[src/rtl/serial_frame_tx_if.sv]
// Load/serial-line bundle between a frame source and serial_frame_tx.
// The master drives the word and load strobe; the slave returns ready, tx and done.
interface serial_frame_tx_if #(
  parameter int DATA_W = 8
);
  logic [DATA_W-1:0] data_in;
  logic              load;
  logic              ready;
  logic              tx;
  logic              done;

  modport master (output data_in, output load, input ready, input tx, input done);
  modport slave  (input data_in, input load, output ready, output tx, output done);
endinterface

[src/rtl/serial_frame_tx.sv]
// Parallel-in serial-out frame transmitter: start(0), data LSB first, stop(1).
// Define SERIAL_FRAME_TX_PARITY_EN to insert an even-parity bit before the stop bit.
//
// state    | meaning
// ---------+----------------------------------------------
// S_IDLE   | line high, ready for a load
// S_START  | start bit (tx=0)
// S_DATA   | data bits, shreg[0] on the line
// S_PARITY | even parity of the captured word (option only)
// S_STOP   | stop bit (tx=1), done on its last cycle
module serial_frame_tx #(
  parameter int DATA_W       = 8,
  parameter int CLKS_PER_BIT = 4
) (
  input  logic                clk,
  input  logic                rst,
  serial_frame_tx_if.slave    bus
);

  localparam int TW = (CLKS_PER_BIT > 1) ? $clog2(CLKS_PER_BIT) : 1;
  localparam int BW = (DATA_W > 1) ? $clog2(DATA_W) : 1;
  localparam logic [TW-1:0] T_LAST = TW'(CLKS_PER_BIT - 1);
  localparam logic [BW-1:0] B_LAST = BW'(DATA_W - 1);

  typedef enum logic [2:0] {
    S_IDLE,
    S_START,
    S_DATA,
`ifdef SERIAL_FRAME_TX_PARITY_EN
    S_PARITY,
`endif
    S_STOP
  } state_t;

  state_t            state_q, state_d;
  logic [TW-1:0]     timer_q, timer_d;
  logic [BW-1:0]     bit_q, bit_d;
  logic [DATA_W-1:0] shreg_q, shreg_d;
  logic              tx_q, tx_d;
  logic              ready_q, ready_d;
  logic              done_q, done_d;
  logic              bit_end;
`ifdef SERIAL_FRAME_TX_PARITY_EN
  logic              parity_q, parity_d;
`endif

  always_ff @(posedge clk or posedge rst) begin
    if (rst) begin
      state_q  <= S_IDLE;
      timer_q  <= '0;
      bit_q    <= '0;
      shreg_q  <= '0;
      tx_q     <= 1'b1;
      ready_q  <= 1'b1;
      done_q   <= 1'b0;
`ifdef SERIAL_FRAME_TX_PARITY_EN
      parity_q <= 1'b0;
`endif
    end else begin
      state_q  <= state_d;
      timer_q  <= timer_d;
      bit_q    <= bit_d;
      shreg_q  <= shreg_d;
      tx_q     <= tx_d;
      ready_q  <= ready_d;
      done_q   <= done_d;
`ifdef SERIAL_FRAME_TX_PARITY_EN
      parity_q <= parity_d;
`endif
    end
  end

  always_comb begin
    state_d  = state_q;
    timer_d  = timer_q;
    bit_d    = bit_q;
    shreg_d  = shreg_q;
`ifdef SERIAL_FRAME_TX_PARITY_EN
    parity_d = parity_q;
`endif
    bit_end  = (timer_q == T_LAST);

    case (state_q)
      S_IDLE: begin
        if (bus.load) begin
          shreg_d  = bus.data_in;
          timer_d  = '0;
          bit_d    = '0;
`ifdef SERIAL_FRAME_TX_PARITY_EN
          parity_d = ^bus.data_in;
`endif
          state_d  = S_START;
        end
      end
      S_START: begin
        if (bit_end) begin
          timer_d = '0;
          state_d = S_DATA;
        end else begin
          timer_d = timer_q + TW'(1);
        end
      end
      S_DATA: begin
        if (bit_end) begin
          timer_d = '0;
          shreg_d = shreg_q >> 1;
          if (bit_q == B_LAST) begin
            bit_d = '0;
`ifdef SERIAL_FRAME_TX_PARITY_EN
            state_d = S_PARITY;
`else
            state_d = S_STOP;
`endif
          end else begin
            bit_d = bit_q + BW'(1);
          end
        end else begin
          timer_d = timer_q + TW'(1);
        end
      end
`ifdef SERIAL_FRAME_TX_PARITY_EN
      S_PARITY: begin
        if (bit_end) begin
          timer_d = '0;
          state_d = S_STOP;
        end else begin
          timer_d = timer_q + TW'(1);
        end
      end
`endif
      S_STOP: begin
        if (bit_end) begin
          timer_d = '0;
          state_d = S_IDLE;
        end else begin
          timer_d = timer_q + TW'(1);
        end
      end
      default: state_d = S_IDLE;
    endcase
  end

  // Outputs are decoded from the next state so the registers present them
  // in the same cycle the FSM enters that state.
  always_comb begin
    tx_d    = 1'b1;
    ready_d = (state_d == S_IDLE);
    done_d  = (state_d == S_STOP) && (timer_d == T_LAST);
    case (state_d)
      S_START:  tx_d = 1'b0;
      S_DATA:   tx_d = shreg_d[0];
`ifdef SERIAL_FRAME_TX_PARITY_EN
      S_PARITY: tx_d = parity_q;
`endif
      default:  tx_d = 1'b1;
    endcase
  end

  assign bus.tx    = tx_q;
  assign bus.ready = ready_q;
  assign bus.done  = done_q;

endmodule
[src/flat_wrapper.sv]
// flat-port wrapper written by rule: the top's interface ports become plain ports
module serial_frame_tx_flat 
#(
  parameter int DATA_W       = 8,
  parameter int CLKS_PER_BIT = 4
)
  (clk, rst, bus_data_in, bus_load, bus_ready, bus_tx, bus_done);
  serial_frame_tx_if #(.DATA_W(DATA_W)) bus_i ();
  input  logic clk;
  input  logic rst;
  input wire logic [$bits(bus_i.data_in)-1:0] bus_data_in;
  input wire logic [$bits(bus_i.load)-1:0] bus_load;
  output wire logic [$bits(bus_i.ready)-1:0] bus_ready;
  output wire logic [$bits(bus_i.tx)-1:0] bus_tx;
  output wire logic [$bits(bus_i.done)-1:0] bus_done;
  assign bus_i.data_in = bus_data_in;
  assign bus_i.load = bus_load;
  assign bus_ready = bus_i.ready;
  assign bus_tx = bus_i.tx;
  assign bus_done = bus_i.done;
  serial_frame_tx #(.DATA_W(DATA_W), .CLKS_PER_BIT(CLKS_PER_BIT)) u_core (.clk(clk), .rst(rst), .bus(bus_i));
endmodule
[config.mk]
export PLATFORM = sky130hd
export DESIGN_NAME = serial_frame_tx_flat
export DESIGN_NICKNAME = d
export VERILOG_FILES = /design/src/rtl/serial_frame_tx_if.sv /design/src/rtl/serial_frame_tx.sv /design/src/flat_wrapper.sv
export SDC_FILE = /design/constraint.sdc
export NUM_CORES = 1
export LEC_CHECK = 0
export CORE_MARGIN = 2
export CORE_UTILIZATION = 46
export CTS_BUF_LIST = sky130_fd_sc_hd__clkbuf_16
export CTS_CLUSTER_DIAMETER = 120
export DETAILED_ROUTE_END_ITERATION = 6
export MAX_ROUTING_LAYER = met4
export PLACE_DENSITY = 0.79
export REMOVE_ABC_BUFFERS = 1
export SLEW_MARGIN = 25
export SYNTH_ARGS = -nofsm -noshare
export SYNTH_HDL_FRONTEND = slang
export SYNTH_SLANG_ARGS = --single-unit
[constraint.sdc]
create_clock -name clk -period 1.6 [get_ports clk]
set_input_delay 0.32 -clock clk [delete_from_list [all_inputs] [get_ports clk]]
set_output_delay 0.32 -clock clk [all_outputs]
set_load 0.02 [all_outputs]
## Yosys cells after proc, flatten, opt, wreduce, memory -nomap -nowiden

Cells that the tools add are included.

| word-level totals | value |
|---|---|
| word-level logic and storage cells | 44 |
| flip-flop bits (word level) | 19 |
| output and inout bits | 3 |

| cells by class | value |
|---|---|
| reductions and logical operators | 6 |
| equality and inequality tests | 11 |
| add/subtract/negate cells | 2 |
| multiplexer cells | 17 |

Operator list:

| cell | count |
|---|---|
| $mux W3 | 8 |
| $mux W8 | 2 |
| $pmux W8 S2 | 1 |
| $eq A3 B2 Y1 const B | 4 |
| $pmux W3 S4 | 1 |
| $eq A3 B1 Y1 const B | 2 |
| $logic_not A3 Y1 | 2 |
| $pmux W3 S2 | 1 |
| $eq A2 B2 Y1 const B | 2 |
| $mux W2 | 2 |
| $pmux W2 S2 | 1 |
| $add A3 B1 Y3 const B | 1 |
| $eq A3 B3 Y1 const B | 1 |
| $reduce_and A3 Y1 | 1 |
| $reduce_or A3 Y1 | 1 |
| $add A2 B1 Y2 const B | 1 |
| $ne A2 B1 Y1 const B | 1 |
| $ne A2 B2 Y1 const B | 1 |
| $pmux W1 S2 | 1 |
| $reduce_bool A2 Y1 | 1 |
| $logic_and A1 B1 Y1 | 1 |

## Longest topological paths before layout

| logic depth | value |
|---|---|
| word-level depth | 6 |
| depth in mapped cells | 7 |
| depth with buffers taken out | 6 |

## Worst setup path after synthesis

Ideal clock, no wire load.

| timing path | value |
|---|---|
| kind | register to register |
| start point | register u_core.timer_q[0] |
| end point | register u_core.tx_q, in the netlist u_core.bus.tx |
| data required time | 1.518 ns |
| path slack | 0.045 ns |
| stages on the path, launching flop included | 6 |
| arrival time | 1.473 ns |
| library setup time | 0.082 ns |
| cell sequence | dfrtp_1 ha_1 and4bb_2 a22o_1 a21o_1 o31a_1 |

| between the ends | value |
|---|---|
| elaborated cells on any way between the ends | 10 |
| those cells by class | 3 x eq/ne; 7 x mux |

RTL lines:

| item | line | RTL |
|---|---|---|
| start, declared | serial_frame_tx.sv:36 | `logic [TW-1:0] timer_q, timer_d;` |
| start signal, assigned | serial_frame_tx.sv:61 | `timer_q <= timer_d;` |
| $eq A2 B2 Y1 | serial_frame_tx.sv:81 | `bit_end = (timer_q == T_LAST);` |
| $mux W8 | serial_frame_tx.sv:104 | `if (bit_end) begin` |
| $pmux W8 S2 | serial_frame_tx.sv:83 | `case (state_q)` |
| named net u_core.shreg_d[0] | serial_frame_tx.sv:38 | `logic [DATA_W-1:0] shreg_q, shreg_d;` |
| $pmux W1 S2 | serial_frame_tx.sv:149 | `case (state_d)` |
| named net u_core.tx_d | serial_frame_tx.sv:39 | `logic tx_q, tx_d;` |
| end signal, assigned | serial_frame_tx.sv:64 | `tx_q <= tx_d;` |
| end, declared | serial_frame_tx.sv:39 |  |

The timed path passes the listed nets, and every way through them passes these cells. The select of a mux whose other input is x is not followed.
A chain may end at the register's enable or synchronous reset.

## Worst setup path in the final report

Same ends and word-level chain as after synthesis.

==> impl_metrics.py <==
metrics = {
    "timing": {
        "fin_worst_skew_ps": 0.9657,
        "finalSetupViolations": 0,
        "finalSetupTns_ps": 0,
        "final.min_clock_period_ps": 1541,
        "timing.fmax_mhz": 649.1,
        "setup_ws_ps": 59.47,
        "finalHoldViolations": 0,
        "maxSlewViolCount": 0,
        "min_period_over_period": 0.9628,
    },
    "detailed_routing": {
        "wirelength_mm": 1.718,
        "wl_per_cell_um": 12.92,
        "ant_nets": 0,
        "num_vias": 686,
        "drc_errors": 0,
        "drtIter0Drc": 24,
        "viasPerCell": 5.158,
        "first_pass_iters": 4,
    },
    "power": {
        "combPwrFrac": 0.152,
        "vdd_drop_max_v": 0.0005759,
        "p_sw_frac": 0.2321,
        "switchingPower_uw": 295.7,
        "seq_power_share": 0.461,
        "pwr-share-clk": 0.387,
        "power.internal_uw": 978.1,
        "leakage_uw": 0.0005753,
        "p_per_area_nw_per_um2": 1070,
    },
    "worst_setup_path": {
        "arrival_ps": 1710,
        "cp_cell_sequence": "ha_2, and4bb_2, a22o_1, a21o_1, o31a_1",
        "reg2reg_slack_ps": 60,
        "max_stage_delay_ps": 390,
        "crit_slowest_cell": "dfrtp_1",
        "cp-end-kind": "register",
        "worst_ep_required_time_ps": 1770,
        "start_kind": "register",
        "worstPathMaxFanout": 3,
        "crit_type": "reg2reg",
    },
    "floorplan": {
        "start_util": 0.4737,
        "dieArea_sq_um": 2329,
        "die_w_um": 48.26,
        "coreArea_sq_um": 1902,
        "std_cell_rows": 16,
        "die_y_um": 48.26,
        "io_pins": 14,
    },
    "clock_network": {
        "cts.sinks": 19,
        "htree_levels": 1,
        "root_buffer": "clkbuf_16",
        "ctsLongestPathBuffers": 2,
        "clk_latency_ps": 250,
        "path_clk_slew_ps": 50,
        "cts_tree": "done",
        "cts_inserted_buffers": 3,
    },
    "synth": {
        "synth_area_sq_um": 900.9,
        "yosysTopAreaCell": "dfrtp_1",
        "ys_seq_elements": 19,
        "synthCells": 83,
        "yosysSeqAreaShare": 0.5306,
        "avgSynthCellArea_sq_um": 10.85,
        "ys_warn_count": 0,
        "synthTopCellsByArea": "dfrtp_1 47%, nand2_1 6.3%, dfstp_2 5.8%, a22oi_1 5.0%, ha_1 4.2%",
        "synth_top_area_share": 0.4722,
        "yosysUniqueCellTypes": 30,
    },
    "finish": {
        "fin_nets": 121,
        "multi_input_area_sq_um": 374.1,
        "areaGrowthSynthToFinish_pct": 32.08,
        "antenna_cells": 0,
        "drive_above_1_share": 0.1887,
        "n_fill_cell": 152,
        "instances_no_fill": 133,
        "final_cell_mix": "17 x dfrtp_1, 15 x nand2_1, 11 x clkdlybuf4s50_1",
        "layout_commonest_cell": "dfrtp_1",
        "seqCellArea_sq_um": 478.0,
    },
    "flow_run": {
        "drv_cap": 0,
    },
    "global_routing": {
        "grt.total_usage": 0.1721,
        "grt_pass1_wl_mm": 2.477,
        "antenna_found_initial": 0,
        "grt_max_degree": 20,
        "grt_pass1_vias": 607,
        "overflow": 0,
    },
    "status": {
        "status": "completed",
    },
    "placed_design": {
        "preCtsSetupSlack_ps": -113.1,
        "routabilityCongestion": 0.7297,
        "hpwl_mm": 1.308,
        "dp_cells": 127,
        "port_buffers": 13,
    },
    "min_path": {
        "hold_class": "in2async",
    },
}
[power groups by stage]
stage / logic [uW] / registers [uW] / clock network [uW]
after floorplan: 103 / 598 / 0
after CTS: 199 / 587 / 505
final: 194 / 587 / 493
after global routing: 221 / 593 / 525
after global placement: 190 / 589 / 0
after detailed placement: 201 / 593 / 0
[metrics by stage]
step	instance area, sq um	hold slack (ps)	power (uW)	utilization
finish	1190	394.9	1274	0.6257
global route	1190	452.9	1339	0.6257
CTS	1171	411.4	1291	0.6158
detailed placement	1092	468.5	794.5	0.5743
global placement	1092	462.8	779.3	0.5743
floorplan	860.8	269.7	700.6	-
[per-layer routing]
| layer | track usage | part of all wire | wire, um | vias up |
|---|---|---|---|---|
| met5 | - | 0 | 0 | - |
| met4 | 0.1135 | 0.020 | 34 | 0 |
| met3 | 0.04444 | 0.044 | 75 | 4 |
| met2 | 0.2895 | 0.53 | 907 | 15 |
| met1 | 0.1737 | 0.41 | 700 | 326 |
| li1 | - | - | - | 341 |
[worst max-delay path: cells and delay by family (launching register included)]
family,cells,cell delay [ps]
DFF,1,390
and+or+nand+nor,1,240
AOI/OAI and AO/OA,3,650
adders and majority gates,1,180
[flip-flops by register name (all words and copies together), names as in the netlist]
register and flops:
u_core.bus.ready 1, u_core.shreg_q 8, u_core.bus.tx 1, u_core.timer_q 2
u_core.state_q 3, u_core.bus.done 1, u_core.bit_q 3
[kinds of logic (layout without fill, tap and decap cells)]
family,after synthesis,count (layout),share of synthesized area
XOR/XNOR,1,1,0.009724
AO/OA/AOI/OAI,22,22,0.1847
buffers and inverters,8,31,0.05695
flip-flops,19,19,0.5306
other,1,1,0.004163
adder cells (fa/ha/maj),3,3,0.04167
AND/OR/NAND/NOR,29,29,0.1722
[layout make-up]
cell class,instances,share of cell area
clock buffers,3,0.06309
clock inverters,1,0.003155
inverters,3,0.009464
multi-input cells,56,0.3144
flip-flops and latches,19,0.4017
well taps,27,0.02839
repair buffers,24,0.1798
[cell usage after synthesis (all sizes together)]
cell / count
nor2: 6
buf: 5
a32o: 1
nand2b: 2
o211ai: 1
nor4b: 1
xor2: 1
a21oi: 1
a22oi: 6
nor3: 1
inv: 3
a21o: 2
a22o: 4
and3: 1
and3b: 1
nand3: 1
nand2: 15
ha: 3
o41ai: 1
conb: 1
and4bb: 1
dfrtp: 17
o31ai: 1
o31a: 1
o21ai: 3
o22a: 1
dfstp: 2
[final timing paths]
| path | from | endpoint | cells after the start |
|---|---|---|---|
| min in group clk | u_core.shreg_q[3]$_DFFE_PP0P_ | u_core.shreg_q[3]$_DFFE_PP0P_ | 2 |
| min reg2reg | u_core.shreg_q[3]$_DFFE_PP0P_ | u_core.shreg_q[3]$_DFFE_PP0P_ | 2 |
| max reg2reg | u_core.timer_q[0]$_DFF_PP0_ | u_core.bus.tx$_DFF_PP1_ | 5 |
| max in group asynchronous | rst | u_core.bus.ready$_DFF_PP1_ | 3 |
| min | rst | u_core.shreg_q[1]$_DFFE_PP0P_ | 3 |
| max | u_core.timer_q[0]$_DFF_PP0_ | u_core.bus.tx$_DFF_PP1_ | 5 |
[repair_timing]
item                                    4_1_cts  5_1_grt
resized for setup                             3        1
pin swaps                                     0        2
hold buffers                                  0        0
endpoints found under the setup margin        3        1
setup buffers                                 0        2
(Power assumes the default switching activity.)
